File: src/rtl/mod_counter_fsm.sv
// Up/down modulo counter with IDLE/RUN/DONE run control and a registered terminal-count pulse.
// Optional enable prescaler is compiled in when COUNTER_PRESCALE_EN is defined.
module mod_counter_fsm #(
  parameter int unsigned WIDTH   = 8,
  parameter int unsigned MAX_VAL = 255,
  parameter int unsigned PRESC_W = 4
) (
  input  logic               clk,
  input  logic               rst_n,
  input  logic               start,
  input  logic               stop,
  input  logic               enable,
  input  logic               up_dn,
  input  logic               mode,
  input  logic               load,
  input  logic [WIDTH-1:0]   load_val,
`ifdef COUNTER_PRESCALE_EN
  input  logic [PRESC_W-1:0] presc_div,
`endif
  output logic [WIDTH-1:0]   count,
  output logic               busy,
  output logic               done,
  output logic               tc
);

  if ((64'(MAX_VAL) > ((64'd1 << WIDTH) - 64'd1)) || (PRESC_W == 0)) begin : g_bad_param
    $error("mod_counter_fsm: MAX_VAL exceeds WIDTH range or PRESC_W is zero");
  end

  typedef enum logic [1:0] {
    StIdle = 2'd0,
    StRun  = 2'd1,
    StDone = 2'd2
  } state_e;

  localparam logic [WIDTH-1:0] MaxV = WIDTH'(MAX_VAL);

  state_e           r_state, w_state_d;
  logic [WIDTH-1:0] r_count, w_count_d;
  logic             r_tc, w_tc_d;
  logic             w_tick;
  logic             w_term;

`ifdef COUNTER_PRESCALE_EN
  logic [PRESC_W-1:0] r_presc, w_presc_d;
  assign w_tick = (r_state == StRun) && enable && (r_presc == presc_div);
`else
  assign w_tick = (r_state == StRun) && enable;
`endif

  assign w_term = up_dn ? (r_count == MaxV) : (r_count == '0);

  always_comb begin
    w_state_d = r_state;
    w_count_d = r_count;
    w_tc_d    = 1'b0;
`ifdef COUNTER_PRESCALE_EN
    w_presc_d = r_presc;
`endif
    if (load) begin
      w_count_d = (load_val > MaxV) ? MaxV : load_val;
`ifdef COUNTER_PRESCALE_EN
      w_presc_d = '0;
`endif
    end else begin
      case (r_state)
        StIdle, StDone: begin
          if (stop) begin
            w_state_d = StIdle;
`ifdef COUNTER_PRESCALE_EN
            w_presc_d = '0;
`endif
          end else if (start) begin
            w_state_d = StRun;
            w_count_d = up_dn ? '0 : MaxV;
`ifdef COUNTER_PRESCALE_EN
            w_presc_d = '0;
`endif
          end
        end
        StRun: begin
          if (stop) begin
            w_state_d = StIdle;
`ifdef COUNTER_PRESCALE_EN
            w_presc_d = '0;
`endif
          end else if (w_tick) begin
`ifdef COUNTER_PRESCALE_EN
            w_presc_d = '0;
`endif
            if (!w_term) begin
              w_count_d = up_dn ? (r_count + WIDTH'(1)) : (r_count - WIDTH'(1));
            end else begin
              // Terminal step: wrap in continuous mode, park in DONE in one-shot mode.
              w_tc_d = 1'b1;
              if (mode) begin
                w_count_d = up_dn ? '0 : MaxV;
              end else begin
                w_state_d = StDone;
              end
            end
          end
`ifdef COUNTER_PRESCALE_EN
          else if (enable) begin
            w_presc_d = r_presc + PRESC_W'(1);
          end
`endif
        end
        default: w_state_d = StIdle;
      endcase
    end
  end

  always_ff @(posedge clk or negedge rst_n) begin
    if (!rst_n) begin
      r_state <= StIdle;
      r_count <= '0;
      r_tc    <= 1'b0;
`ifdef COUNTER_PRESCALE_EN
      r_presc <= '0;
`endif
    end else begin
      r_state <= w_state_d;
      r_count <= w_count_d;
      r_tc    <= w_tc_d;
`ifdef COUNTER_PRESCALE_EN
      r_presc <= w_presc_d;
`endif
    end
  end

  assign count = r_count;
  assign busy  = (r_state == StRun);
  assign done  = (r_state == StDone);
  assign tc    = r_tc;

endmodule
File: config.mk
export PLATFORM = sky130hd
export DESIGN_NAME = mod_counter_fsm
export DESIGN_NICKNAME = d
export VERILOG_FILES = /design/src/rtl/mod_counter_fsm.sv
export SDC_FILE = /design/constraint.sdc
export NUM_CORES = 1
export LEC_CHECK = 0
export CORE_MARGIN = 2
export CORE_UTILIZATION = 30
export CTS_CLUSTER_DIAMETER = 40
export DETAILED_ROUTE_END_ITERATION = 10
export GPL_ROUTABILITY_DRIVEN = 0
export PLACE_DENSITY_LB_ADDON = 0.12
export SYNTH_ARGS = -nofsm -noshare
export SYNTH_HDL_FRONTEND = slang
export SYNTH_SLANG_ARGS = --single-unit
File: constraint.sdc
create_clock -name clk -period 2.21 [get_ports clk]
set_input_delay 0.442 -clock clk [delete_from_list [all_inputs] [get_ports clk]]
set_output_delay 0.442 -clock clk [all_outputs]
set_load 0.005 [all_outputs]
Word level (Yosys, flattened, before mapping)
Index checks and enable logic that the tools add are counted.
{ "totals": {"ff_bits": 11, "inputBits": 16} }
{ "op_classes": {"add_sub_neg": 2, "order_cmp": 1, "eq_ne": 12, "n_mux": 24, "bitwise_logic": 1, "reduce_logical": 7} }
{ "op_table": {"columns": ["op", "count"], "rows": [
  ["$mux W8", 10],
  ["$pmux W8 S2", 1],
  ["$ne A3 B3 Y1 const B", 5],
  ["$mux W2", 6],
  ["$ne A3 B2 Y1 const B", 3],
  ["$add A8 B1 Y8 const B", 1],
  ["$eq A8 B8 Y1 const B", 1],
  ["$gt A8 B8 Y1 const B", 1],
  ["$logic_not A8 Y1", 1],
  ["$sub A8 B1 Y8 const B", 1],
  ["$mux W1", 6],
  ["$reduce_and A6 Y1", 1],
  ["$reduce_and A5 Y1", 1],
  ["$ne A4 B4 Y1 const B", 1],
  ["$pmux W2 S2", 1],
  ["$reduce_bool A3 Y1", 1],
  ["$eq A2 B1 Y1 const B", 1],
  ["$eq A2 B2 Y1 const B", 1],
  ["$logic_not A2 Y1", 1],
  ["$reduce_or A2 Y1", 1],
  ["$logic_and A1 B1 Y1", 1],
  ["$not A1 Y1", 1]
]} }

Depth between registers and ports, before layout
Gate-level depths: netlist of run 1.
{ "logic_depth": {"depth_word": 7, "depth_mapped": 7, "depth_no_buf": 7} }

Least setup slack after synthesis of run 1
No wires, ideal clock.
{ "synth_timing": {"kind": "input-to-reg", "startpoint": "in up_dn", "endpoint": "reg r_count[7], in the netlist count[7]", "setup_ps": 77, "arrival_time_ps": 1905, "required_time_ps": 2133, "setup_slack_ps": 228, "cell_stages": 7, "n_path_buf": 0, "path_cell_list": "inv_1 > ha_1 > a211oi_1 > nor3_1 > a211oi_1 > mux2_2 > a21oi_1"} }
{ "synth_between": {"elab_chain_len": 7, "elab_cells_between_ends": 13, "cone_classes": "eq/ne: 1; mux: 11; reduce/logical: 1"} }
{ "synth_rtl": {"columns": ["element", "line_no", "text"], "rows": [
  ["start: declaration", "13", "input logic up_dn,"],
  ["$mux W8", "75, 97", null],
  ["$mux W8", "96", "if (mode) begin"],
  ["$mux W8", "91", "if (!w_term) begin"],
  ["$mux W8", "87", "end else if (w_tick) begin"],
  ["$mux W8", "82", "if (stop) begin"],
  ["$pmux W8 S2", "66", "case (r_state)"],
  ["$mux W8", "60", "if (load) begin"],
  ["end signal: assignment", "124", "r_count <= w_count_d;"],
  ["end: declaration", "39", "logic [WIDTH-1:0] r_count, w_count_d;"]
]} }
Parallel ways exist; a longest one is shown, timed or not. The select of a mux whose other input is x is not followed.
A chain may end at the register's enable or synchronous reset.

Final worst setup path of run 1
{ "layout_timing": {"startpoint": "reg r_state[1]", "endpoint": "out busy"} }
{ "layout_between": {"elab_chain_len": 1} }
{ "layout_rtl": {"columns": ["element", "line_no", "text"], "rows": [
  ["start: declaration", "38", "state_e r_state, w_state_d;"],
  ["start signal: assignment", "116", "r_state <= StIdle;"],
  ["start signal: assignment", "123", "r_state <= w_state_d;"],
  ["$eq A2 B1 Y1", "133", "assign busy = (r_state == StRun);"],
  ["end: declaration", "21", "output logic busy,"]
]} }
No other way between the ends.

==> results by stage, run 1 <==
Timing:
- The routed design could run at a clock period as short as 2.06 ns.
- Setup repair after global routing left no endpoint under its margin.
- Measured against its own limit, the worst slew margin works out to 62.1%.
- The ratio of final minimum period to clock period is 93.3%.
- Setup violations remaining at the end of the flow were counted as 0.
- Setup slack on the critical path of the routed design comes to approximately 0.15 ns.
- The clock tree skew after final layout is 0.00244 ns.
- The total count of hold-check failures in the final report was 0.
- The count of final max-slew check failures is 0.
- At the pin with the least slew margin, the transition time is 0.567 ns.
- Adding up every negative setup slack in the final design gives 0 ns.
- Timing would allow up to 0.485 GHz.

Critical path:
- The worst register-to-register path has a setup slack of 0.22 ns.
- In this run the critical register-to-register path is launched from count[5].
- The classification of the worst setup path is reg -> out.
- The worst setup path is launched from a flip-flop.
- Along the worst path, the maximum fanout reaches 6.
- The endpoint identified for the worst register-to-register timing path is count[0].
- STA classifies the critical path endpoint as an output port.
- For the worst setup path, the data arrival time is 1.62 ns.
- The number of cells on the worst reg-to-reg path is 5.
- Data on the critical path is required at its endpoint by approximately 1.8 ns.
- The first element of the critical path is r_state[1].

Yosys:
- The post-synthesis share of cell area spent on xor and xnor gates is 3.59%.
- The flip-flop and latch count after synthesis is 11.
- Of the total synthesized cell area, the portion taken by AND, OR, NAND and NOR gates is roughly a third.
- Of the post-synthesis cell area, the part taken by muxes is about 1.2%.
- The number of flops mapped to enable cells by yosys is 0.
- The combined area of all synthesized cells is between 900 and 1000 um^2.
- The compound-cell area share of the yosys netlist is 22.6%.
- Of all flip-flops after synthesis, the portion carrying an async set or reset was 100%.
- The fraction of the mapped netlist area in adder cells is 9.74%.
- The number of synthesis warnings is 0.
- The synthesized area divided by synthesized cell count is about 8.3 um^2.
- Of the synthesized area, sequential elements account for 28.2%.
- The synthesized instance count is 117.
- For this run, the leading register cell type out of synthesis is dfrtp_1.
- After synthesis, the largest family of logic cells by area is simple AND/OR/NAND/NOR gates.
- The synthesized net count is 140.
- After synthesis, the netlist uses 33 different library cells.

Die:
- The floorplan step defined a die boundary enclosing 3730 um^2.
- The number of primary I/O pins is 27.
- The starting density of the core is 31.7%.
- The die height is 61.0 um.
- The floorplan core area is 3080 um^2.
- The number of placement rows is 20.
- The die is slightly above 60 um wide.

Global routing:
- The met3 global-route usage is 3.78%.
- Global routing used 17.9% of the available tracks across all layers.
- For this run, global-route usage on met1 was measured as 24.4%.
- The via count of the first global-routing pass is 1032.
- The global route total overflow is 0.
- The layer flagged by global routing as most heavily used is met2.
- Entering global routing, the biggest net connects 12 pins.
- For met2 alone, demand over resource in global routing was 29.6%.
- The initial antenna violation count is 0.
- The first global-routing pass estimated 4910 um of wire.

Pwr:
- The share of total power in sequential cells is between 20% and 30%.
- The switching power as a share of total power is between 30% and 40%.
- Combinational logic burns 55.6% of the power.
- The power per unit of standard cell area is 617 nW/um^2.
- The reported net switching power is 0.000359 W.
- VDD sags by at most roughly 0.00034 V.
- Cell internal power was estimated by the tool at 0.000590 W.
- The portion of total power attributed to the clock network is 15.0%.
- Summed over all cells, the static leakage comes to 0.651 nW.

Clock network:
- The clock slew at the register clock pins of the worst setup and hold paths is around 0.08 ns.
- The clock root buffer is clkbuf_4.
- The maximum level of the CTS H-tree is 1.
- The clock passes through at most 2 buffers.
- The CTS buffer count is 3.
- For the worst-skew pair, the clock arrives at the later sink with an insertion delay of 0.27 ns.
- The CTS tree is done.
- The clock drives 11 sinks.

Route:
- The detailed-router iteration count before antenna repair is 4.
- Once detail routing completed, the nets flagged for antenna violations numbered 0.
- The total DRC errors in the routed layout is 0.
- The routed via count is ~1100.
- Wires add up to 2840 um.
- Dividing the detail-routed wire length by the instance count gives ~13 um.
- After detailed routing, the number of vias per cell comes to 5.05.
- For this block, the initial DRC count from the detailed router was 43.

Run status:
- The run finished with clean final reports.

Placed design:
- The worst slack at placement is -0.377 ns.
- In this run the tool buffered the top-level ports with 26 buffer cells.
- The HPWL after detailed placement is approximately 2200 um.
- After detailed placement, the total cell area comes to ~1400 um^2.

Hold path:
- The tightest min-delay check is of the in -> async type.

Layout:
- The number of diodes added for antenna fixing is 0.
- The share of layout cells above drive strength 1 is 27.8%.
- The growth of design area from synthesis to finish is 57.7%.
- The final layout contains 193 nets.
- After routing the design area is 1540 um^2.
- Cells fill 50.0% of the core in the end.

Run:
- Across the run, the number of max-cap violations was 0.
[cells in the final DEF, fill, tap and decap left out, drive strengths merged]
cell type / count
nor4: 2
clkdlybuf4s50: 25
nor2: 17
nor2b: 2
o21ai: 8
o22ai: 5
a221oi: 2
o21bai: 1
mux2: 1
xor2: 4
buf: 23
nand2: 8
or4: 2
nand3: 6
clkbuf: 4
nand3b: 1
ha: 6
a21o: 3
nor3: 5
or3: 2
dlymetal6s2s: 1
nor4b: 1
inv: 5
o221a: 1
fa: 1
or3b: 1
or2: 2
dfrtp: 11
o31ai: 1
a21oi: 11
nand2b: 1
a211oi: 3
nand4: 2
or2b: 1
[registers in the layout (all words and copies together) (netlist names)]
name and flops:
r_state 2, count 8, tc 1
[what timing repair did]
item	4_1_cts	5_1_grt
gates cloned	0	0
hold buffers	0	0
resized for setup	5	8
pin swaps	0	3
setup endpoints to repair	3	6
setup buffers	0	1
[synth_stat cells (all sizes together), types with 2 or more instances]
| library cell | number | area share, % |
|---|---|---|
| a211oi | 3 | 2.3 |
| a21oi | 11 | 5.6 |
| or2 | 2 | 1.3 |
| o21ai | 8 | 4.1 |
| nand3 | 6 | 3.1 |
| o22ai | 5 | 3.2 |
| or3 | 2 | 1.3 |
| xor2 | 4 | 3.6 |
| nor2b | 2 | 1.3 |
| a21o | 3 | 2.3 |
| or4 | 2 | 2.3 |
| inv | 5 | 1.9 |
| ha | 6 | 7.7 |
| nand4 | 2 | 1.3 |
| nor4 | 2 | 2.8 |
| dfrtp | 11 | 28 |
| nor3 | 5 | 3.1 |
| nand2 | 8 | 3.1 |
| nor2 | 17 | 6.5 |
| a221oi | 2 | 1.8 |
[worst max-delay path, cell delays in order, from the launching register on]
cell and delay, ns:
dfrtp_1 0.41, nand2b_2 0.27, inv_1 0.16, clkdlybuf4s50_1 0.52
[stage by stage]
stage	std cells	hold slack, ns	power [W]
detailed placement	208	0.580	0.000761
finish	213	0.532	0.000950
global route	213	0.551	0.00104
floorplan	117	0.146	0.000525
CTS	212	0.548	0.000931
global placement	208	0.570	0.000760
[kinds of logic after synthesis]
kind of cell,count (synthesis)
buffers and inverters,6
AOI/OAI and AO/OA,35
adders and majority gates,7
DFF,11
muxes,1
and+or+nand+nor,53
xor gates and xnor gates,4
[final cells by class]
cell class	instances	area (um^2)
fillers	306	1540
multi-input cells	100	728
repair buffers	49	435
flip-flops and latches	11	275
well taps	44	55.1
clock buffers	4	26.3
inverters	5	18.8
[power by group through the flow]
stage / registers [W] / logic (W) / clock network [W]
5_1_grt: 0.000285 / 0.000592 / 0.000158
3_5_place_dp: 0.000279 / 0.000482 / 0
3_3_place_gp: 0.000278 / 0.000481 / 0
6_report: 0.000279 / 0.000528 / 0.000143
2_1_floorplan: 0.000274 / 0.000251 / 0
4_1_cts: 0.000277 / 0.000504 / 0.000150
[metal layers]
layer	vias up	part of all wire [%]	routed length, um
met1	508	48	1370
met5	-	0	0
met2	26	47	1330
met4	0	0.74	21
li1	538	-	-
met3	4	4.2	119
[worst max path at each step]
stage	to	slack, ns	cells past startpoint
after floorplan	count[7]	0.23	7
after global placement	count[6]	-0.39	9
after detailed placement	count[6]	-0.38	9
after CTS	count[7]	0.02	9
after global routing	count[1]	0.02	5
final	busy	0.15	3
Power figures use the tool's default switching activity.
==> run 2: changes to the inputs <==
- clock period: 2.21 -> 2.11 ns (I/O delays scaled with it)
==> run 2 against run 1 <==
First-iteration DRC count rose by 60%. Via count rose by 0.84%. Die area did not move. Clock power rose by 9%. Final cell count rose by 1.9%. Total power rose by 4.8%. Worst hold slack got worse by 0.028 ns. Utilization barely moved. Worst setup slack got worse by 0.031 ns. Critical path depth did not move.
==> results by stage, run 2 (synthesis results as in run 1) <==
Clock network:
- The clock latency of the later-clocked register in the worst-skew pair is 0.28 ns.
- The clock root buffer is clkbuf_4.
- CTS built an H-tree with a depth of 1.
- After clock tree synthesis, the clock-pin slew on the worst setup and hold paths is 0.08 ns.
- The clock sink count is 11.
- Counting the buffers created by CTS gives 3.
- Counting along the longest clock path gives a buffer depth of 2.
- The CTS tree is done.
- After clock tree synthesis, the flow added hold-fix buffers numbering 0.

Route:
- The total wirelength of the detailed-routed design is 2880 um.
- The detailed-router iteration count before antenna repair is 4.
- Dividing the detail-routed wire length by the instance count gives between 10 and 15 um.
- The final route contains about 1100 vias.
- For this block, the initial DRC count from the detailed router was 69.
- Using the TritonRoute via totals, the vias-per-cell ratio works out to 5.00.
- For this run, design rule violations remaining after detail routing come to 0.
- The count of nets left with antenna violations after detail routing is 0.

Placed design:
- Summing all placed instances gives a cell area of 1480 um^2.
- In this run the tool buffered the top-level ports with 26 buffer cells.
- Detailed placement finished with a half-perimeter wire length of 2250 um.

Layout:
- For this run, the share of the core covered by cells in the final layout is 50.0%.
- In the layout the commonest cells are buf_4 (27), clkdlybuf4s50_1 (25), nor2_1 (17), a21oi_1 (11), dfrtp_1 (11).
- The most common cell after layout, fill and taps aside is buf_4.
- After routing the design area is 1540 um^2.
- The count of nets after finishing is 197.
- From synthesis to final layout, the design area changed by 57.6%.
- The flip-flop count of the largest register after layout is 8.
- The share of layout cells above drive strength 1 is 28.3%.
- The number of antenna diodes in the final layout is 0.
- The layout has 305 filler cells.

Global routing:
- The largest net degree at the start of global routing is 12.
- The first global-routing pass estimated 4840 um of wire.
- The total routing usage reported by global routing is 17.8%.
- The global route total overflow is 0.
- The initial antenna violation count is 0.
- The via count of the first global-routing pass is 1071.

Critical path:
- The delay of the slowest critical-path stage is 0.50 ns.
- Counting both buffers and inverters, the worst setup path holds a total of 2.
- The slowest stage of the critical path is the clkdlybuf4s50_1 cell.
- In this design, the largest share of critical-path delay is due to buffers and inverters.
- The worst setup path is of the reg -> out kind.
- Along the worst path, the maximum fanout reaches 6.
- The sort of element at the start of the critical path is a flip-flop.
- The category of the worst setup path capture point is an output port.
- The worst endpoint data arrival time is about 1.6 ns.
- STA puts the critical path data required time at 1.69 ns.
- Traced cell by cell, the critical path runs through nand2b_2 > inv_2 > clkdlybuf4s50_1.

Run status:
- The flow ran to the end, and the final reports show no timing, DRC or antenna violations.

Timing:
- Static timing analysis puts the maximum clock frequency at 0.502 GHz.
- Setup violations remaining at the end of the flow were counted as 0.
- The headroom to the max-slew limit is 60.8%.
- Dividing the final minimum period by the clock period gives 94.4%.
- For the pin with the worst max-slew slack, the measured transition is just under 0.6 ns.
- The total count of hold-check failures in the final report is 0.
- The clock period minus final worst setup slack is 1.99 ns.
- The sum of negative setup slack is 0 ns.
- The count of final max-slew check failures is 0.
- The final worst hold slack is just over 0.5 ns.
- Across the routed clock network, the largest skew measured is 0.00722 ns.
- Setup repair after global routing left no endpoint under its margin.

Pwr:
- The analysis attributes to cell leakage a power of 0.659 nW.
- The worst IR drop on VDD is 0.000341 V.
- Power spread over the standard cell area amounts to roughly 650 nW/um^2.
- The total design power is 0.000995 W.

Die:
- The initial utilization of the core area, before any placement, comes to between 30% and 40%.
- From left edge to right edge, the die measures 61.0 um.
- The total area inside the core boundary comes to 3080 um^2.
- The die is around 61 um tall.
- The number of primary I/O pins is 27.
- The die footprint is 3730 um^2.
- The initialized floorplan defines 20 standard-cell rows.

Run:
- The count of max-cap constraint violations is 0.

Hold path:
- The worst hold path belongs to the class in -> async.
-- run 2: cell types whose count changed in the layout (fill, tap and decap cells not counted), sizes merged --
cell,delta
dlymetal6s2s,-1
buf,+4
dlygate4sd2,+1
-- run 2: layout make-up --
class / instances / area (um^2) / area share [%]
clock buffers: 4 / 26.3 / 1.71
inverters: 5 / 18.8 / 1.22
multi-input cells: 100 / 701 / 45.6
flip-flops and latches: 11 / 275 / 17.9
well taps: 44 / 55.1 / 3.58
repair buffers: 53 / 462 / 30.0
-- run 2: path summary, 6_finish.rpt --
path	startpoint	endpoint	slack, ns	cells past startpoint
max	r_state[1]	busy	0.12	3
min	rst_n	count[7]	0.50	1
max reg2reg	count[5]	count[0]	0.13	5
min reg2reg	r_state[1]	r_state[1]	0.57	2
max in group asynchronous	rst_n	count[1]	1.22	1
min in group clk	r_state[1]	r_state[1]	0.57	2
-- run 2: routing by layer --
layer  GRT usage [%]  routed length (um)
met1            24.0                1380
met5               0                   0
met3            3.99                 143
met4            5.59                  42
met2            28.6                1310
-- run 2: metrics by stage --
stage / std cells / worst slack, ns
2_1_floorplan: 117 / 0.148
3_3_place_gp: 212 / -0.457
3_5_place_dp: 212 / -0.450
4_1_cts: 217 / 0.0150
5_1_grt: 217 / 0.0125
6_report: 217 / 0.117
-- run 2: where the power goes --
part	switching (W)	internal, W
Combinational	0.000249	0.000305
Sequential	0.0000444	0.000241
Clock	0.0000825	0.0000735
-- run 2: timing repair --
item                                    in CTS  in global routing
resized for setup                            7                  2
pin swaps                                    2                  0
endpoints found under the hold margin        0                  0
setup buffers                                1                  0
endpoints found under the setup margin       3                  1
==> edit 1: new RTL, config.mk and constraints of run 1 <==
Remove the register `r_tc`: a continuous assignment takes its place, so the output `tc` follows one clock earlier.
--- a/src/rtl/mod_counter_fsm.sv
+++ b/src/rtl/mod_counter_fsm.sv
@@ -115,19 +115,19 @@
     if (!rst_n) begin
       r_state <= StIdle;
       r_count <= '0;
-      r_tc    <= 1'b0;
 `ifdef COUNTER_PRESCALE_EN
       r_presc <= '0;
 `endif
     end else begin
       r_state <= w_state_d;
       r_count <= w_count_d;
-      r_tc    <= w_tc_d;
 `ifdef COUNTER_PRESCALE_EN
       r_presc <= w_presc_d;
 `endif
     end
   end
+
+  assign r_tc = w_tc_d;
 
   assign count = r_count;
   assign busy  = (r_state == StRun);
Check against the original RTL: not equivalent (Yosys sat finds a counterexample within 4 cycles, from zero or initial values and one cycle with rst_n low).
==> edit 1 against run 1 <==
Routed wire length increased by 7.9%. Setup slack got worse by 0.14 ns. Highest routed layer unchanged. Largest cell class unchanged. Area after synthesis increased by 3.3%. Sequential cell count decreased by 1. Non-clock buffer count increased by 4. Power increased by 3.0%. Largest power group unchanged. Final area increased by 2.8%. Combinational power increased by 16%. Fmax decreased by 6.4%.
==> edit 1: results (changes against run 1) <==
VDD IR max=301 µV (-12%); CTS Sinks=10 (-1); Post-Route WL=3060 µm (+7.9%); comb_multi_in=98 (-2.0%); Final non-clock buffer share=29.1% (+0.80 points); Worst path slowest cell=or4_4; via/cell ratio=4.98 (-1.5%); Vias=1100 (+2.2%); LEAKAGE=0.692 nW (+6.4%); Relative slew margins=66.3% (+4.2 points); met1 wire length=1330 µm (-2.7%); largest net degree at the start of global routing=22 (+10); status=completed; synth top area cells=dfrtp_1 (25%), ha_1 (7.4%), nor2_1 (6.0%), nor3_1 (5.5%), a221oi_2 (4.5%); post-synthesis sequential area ratio=24.8% (-3.4 points); nonclk buf count=53 (+8.2%); Nets=200 (+3.6%); Tot GR Track Use=18.2% (+0.29 points); Cells after Synth=122 (+4.3%); first-pass GRT wire length=4970 µm (+1.1%); clk_skew=0.00452 ns (+0.00208 ns); Top delay family on crit path=simple AND/OR/NAND/NOR gates; Crit path largest cell delay=0.58 ns (+0.06 ns); share of layout cells above drive strength 1=29.7% (+1.9 points); dpl hpwl=2480 µm (+13%)
-- edit 1: report_power, final --
part           switching [W]  total (W)  internal (W)
clock network      0.0000647   0.000128     0.0000629
logic               0.000295   0.000611      0.000316
registers          0.0000241   0.000239      0.000215
total               0.000384   0.000978      0.000594
-- edit 1: per-stage QoR --
stage | util (%) | TNS [ns] | hold slack, ns
finish | 48.2 | 0 | 0.509
global route | 48.2 | -0.0795 | 0.532
CTS | 48.0 | 0 | 0.535
detailed placement | 46.2 | -2.33 | 0.541
global placement | 46.2 | -2.08 | 0.531
floorplan | - | 0 | 0.146
-- edit 1: path summary, 6_finish.rpt --
kind	from	endpoint	slack, ns	depth (start not counted)
max in group asynchronous	rst_n	count[0]$_DFFE_PN0P_	1.36	1
max reg2reg	count[5]$_DFFE_PN0P_	count[1]$_DFFE_PN0P_	0.09	6
min	rst_n	r_state[1]$_DFFE_PN0P_	0.51	1
min reg2reg	r_state[1]$_DFFE_PN0P_	r_state[1]$_DFFE_PN0P_	0.56	2
max	count[5]$_DFFE_PN0P_	tc	0.006	5
min in group clk	r_state[1]$_DFFE_PN0P_	r_state[1]$_DFFE_PN0P_	0.56	2
-- edit 1: cell families after synthesis --
logic type               Yosys count  synth area share (%)
AND/OR/NAND/NOR                   51                  29.5
AO/OA/AOI/OAI                     35                  26.4
buffers and inverters             14                  5.33
flip-flops                        10                  24.8
adder cells (fa/ha/maj)            7                  9.43
XOR/XNOR                           4                  3.47
multiplexers                       1                 0.993
-- edit 1: worst register-to-register path, delay by kind of cell, from the launching register on --
kind	cells	cell delay (ns)
simple gates	3	1.14
compound gates	2	0.34
flops	1	0.38
buf+inv	1	0.17
-- edit 1: what timing repair did --
item,4_1_cts,5_1_grt
buffers inserted,0,0
pin swaps,5,4
setup endpoints to repair,5,7
resized for setup,13,4
==> edit 2: new RTL, settings of run 1 <==
Without the edit above. `WIDTH`: 8 -> 9.
--- a/src/rtl/mod_counter_fsm.sv
+++ b/src/rtl/mod_counter_fsm.sv
@@ -1,7 +1,7 @@
 // Up/down modulo counter with IDLE/RUN/DONE run control and a registered terminal-count pulse.
 // Optional enable prescaler is compiled in when COUNTER_PRESCALE_EN is defined.
 module mod_counter_fsm #(
-  parameter int unsigned WIDTH   = 8,
+  parameter int unsigned WIDTH   = 9,
   parameter int unsigned MAX_VAL = 255,
   parameter int unsigned PRESC_W = 4
 ) (
Ports: changed (resized count and load_val); port bits go from 27 to 29. No check against the original RTL was run, so the function may have changed too.
==> edit 2 against run 1 <==
Power up 20%. Area after synthesis up 8.6%. Sequential cell count up 1. First-iteration DRC count up 23%. Setup slack better by 0.071 ns. Die area up 8.0%. Routed wire length up 6.0%. Clock skew up 0.0070 ns. Sequential share of layout area up 1.3 points. Final area up 1.5%. Utilization down 3.6 points. Clock power up 32%. Combinational power up 19%. Synthesized cell count unchanged. Highest routed layer unchanged.
==> edit 2: results (changes against run 1) <==
status=completed; clk_skew=0.00942 ns (+0.00698 ns); max FFs per register=9 (+1); global routing usage on met1=21.9% (-2.5 points); Vias=1049 (-2.5%); r2r startpoint=count[2]$_DFFE_PN0P_; Filler cells=364 (+19%); largest net degree at the start of global routing=17 (+5); CP max FO=6 (unchanged); routed wl met2=1430 µm (+7.6%); Relative slew margins=59.7% (-2.4 points); syn_nets=142 (+1.4%); first-pass GRT wire length=5170 µm (+5.2%); Tot GR Track Use=16.3% (-1.6 points); Cells after Synth=117 (unchanged); number of H-tree levels=1 (unchanged); Yosys cell types=46 (+39%); LEAKAGE=0.618 nW (-5.0%); met3 usage=4.46% (+0.68 points); Layout area overhead=47.3%; Cells after DPL=205 (-1.4%); VDD IR max=347 µV (+1.5%); initial drt markers=53 (+23%); routed length on met3=117 µm (-1.7%); Placement Setup Slack=-0.444 ns (-0.0675 ns); initial antenna violation count=0 (unchanged); Placed Instance Area=1500 µm² (+4.0%); Post-Route WL=3000 µm (+6.0%); share of layout cells above drive strength 1=23.3% (-4.5 points); most common library cells after synthesis=o21ai_0 (13), dfrtp_1 (12), ha_1 (7), o21a_1 (7), nor2_1 (6); Reg2Reg Setup Slack=0.28 ns (+0.06 ns); worst reg2reg endpoint=count[7]$_DFFE_PN0P_; via/cell ratio=5.02 (-0.64%); CTS clk-pin slew, worst paths=0.09 ns; Min-Delay Path Class=input port to async pin; Buffers on Ports=28 (+7.7%); global-route track usage on met2=26.6% (-3.1 points); post-synthesis sequential area ratio=28.3% (+0.13 points); met1 wire length=1450 µm (+6.1%); synth top area cells=dfrtp_1 (28%), ha_1 (8.3%), o21ai_0 (6.1%), o21a_1 (5.0%), xor2_1 (3.3%); Crit path largest cell delay=0.51 ns; CP Data Arrival Time=1.55 ns (-0.07 ns); Clock Latency Late Sink=0.29 ns (+0.02 ns); worst-case reg-to-reg path depth=7 (+2); Nets=189 (-2.1%); total negative setup slack=0 ns (unchanged); dpl hpwl=2320 µm (+5.2%); vias in the first global route=1070 (+3.7%); Hold Slack=0.521 ns (-0.0117 ns)
==> edit 2: cell count changes after synthesis, sizes merged, moves of 3 or more <==
cell,run 1,this run
a21oi,11,8
xnor2,0,3
o22ai,5,0
nand2,8,3
o21a,0,7
o21ai,8,15
o211ai,0,4
nor2,17,7
==> edit 2: how the worst max path moves through the flow <==
stage                                       from                   end  slack [ns]  depth (start not counted)
after detailed placement                   up_dn  count[8]$_DFFE_PN0P_       -0.44                         10
after global placement                     up_dn  count[8]$_DFFE_PN0P_       -0.39                         10
after CTS                 r_state[1]$_DFFE_PN0P_                  busy        0.20                          3
after global routing      r_state[0]$_DFFE_PN0P_                  busy        0.14                          3
final                     r_state[1]$_DFFE_PN0P_                  busy        0.22                          3
after floorplan                            up_dn  count[8]$_DFFE_PN0P_        0.18                          8
==> edit 2: power by group <==
| part | internal [W] | switching [W] |
|---|---|---|
| logic | 0.000337 | 0.000289 |
| registers | 0.000259 | 0.0000643 |
| clock network | 0.000100 | 0.0000889 |
==> edit 2: cell families (layout without fill, tap and decap cells) <==
kind of cell    Yosys count  count (layout)  synth area share, %
fa+ha+maj                 8               8                 10.2
flops                    12              12                 28.3
compound gates           49              49                 32.6
simple gates             35              35                 20.3
xor+xnor                  7               7                 5.79
buf+inv                   6              52                 2.83
==> edit 2: final cells by class <==
class                   instances  share of cell area, %
inverters                       4                  0.962
well taps                      46                   3.69
repair buffers                 44                   25.6
multi-input cells              99                   48.2
clock buffers                   4                   2.32
flip-flops and latches         12                   19.2
==> edit 2: timing repair <==
action / 4_1_cts / 5_1_grt
endpoints found under the hold margin: 0 / 0
endpoints found under the setup margin: 3 / 0
buffers inserted: 0 / 0
gates resized for setup: 7 / 0
hold buffers: 0 / 0
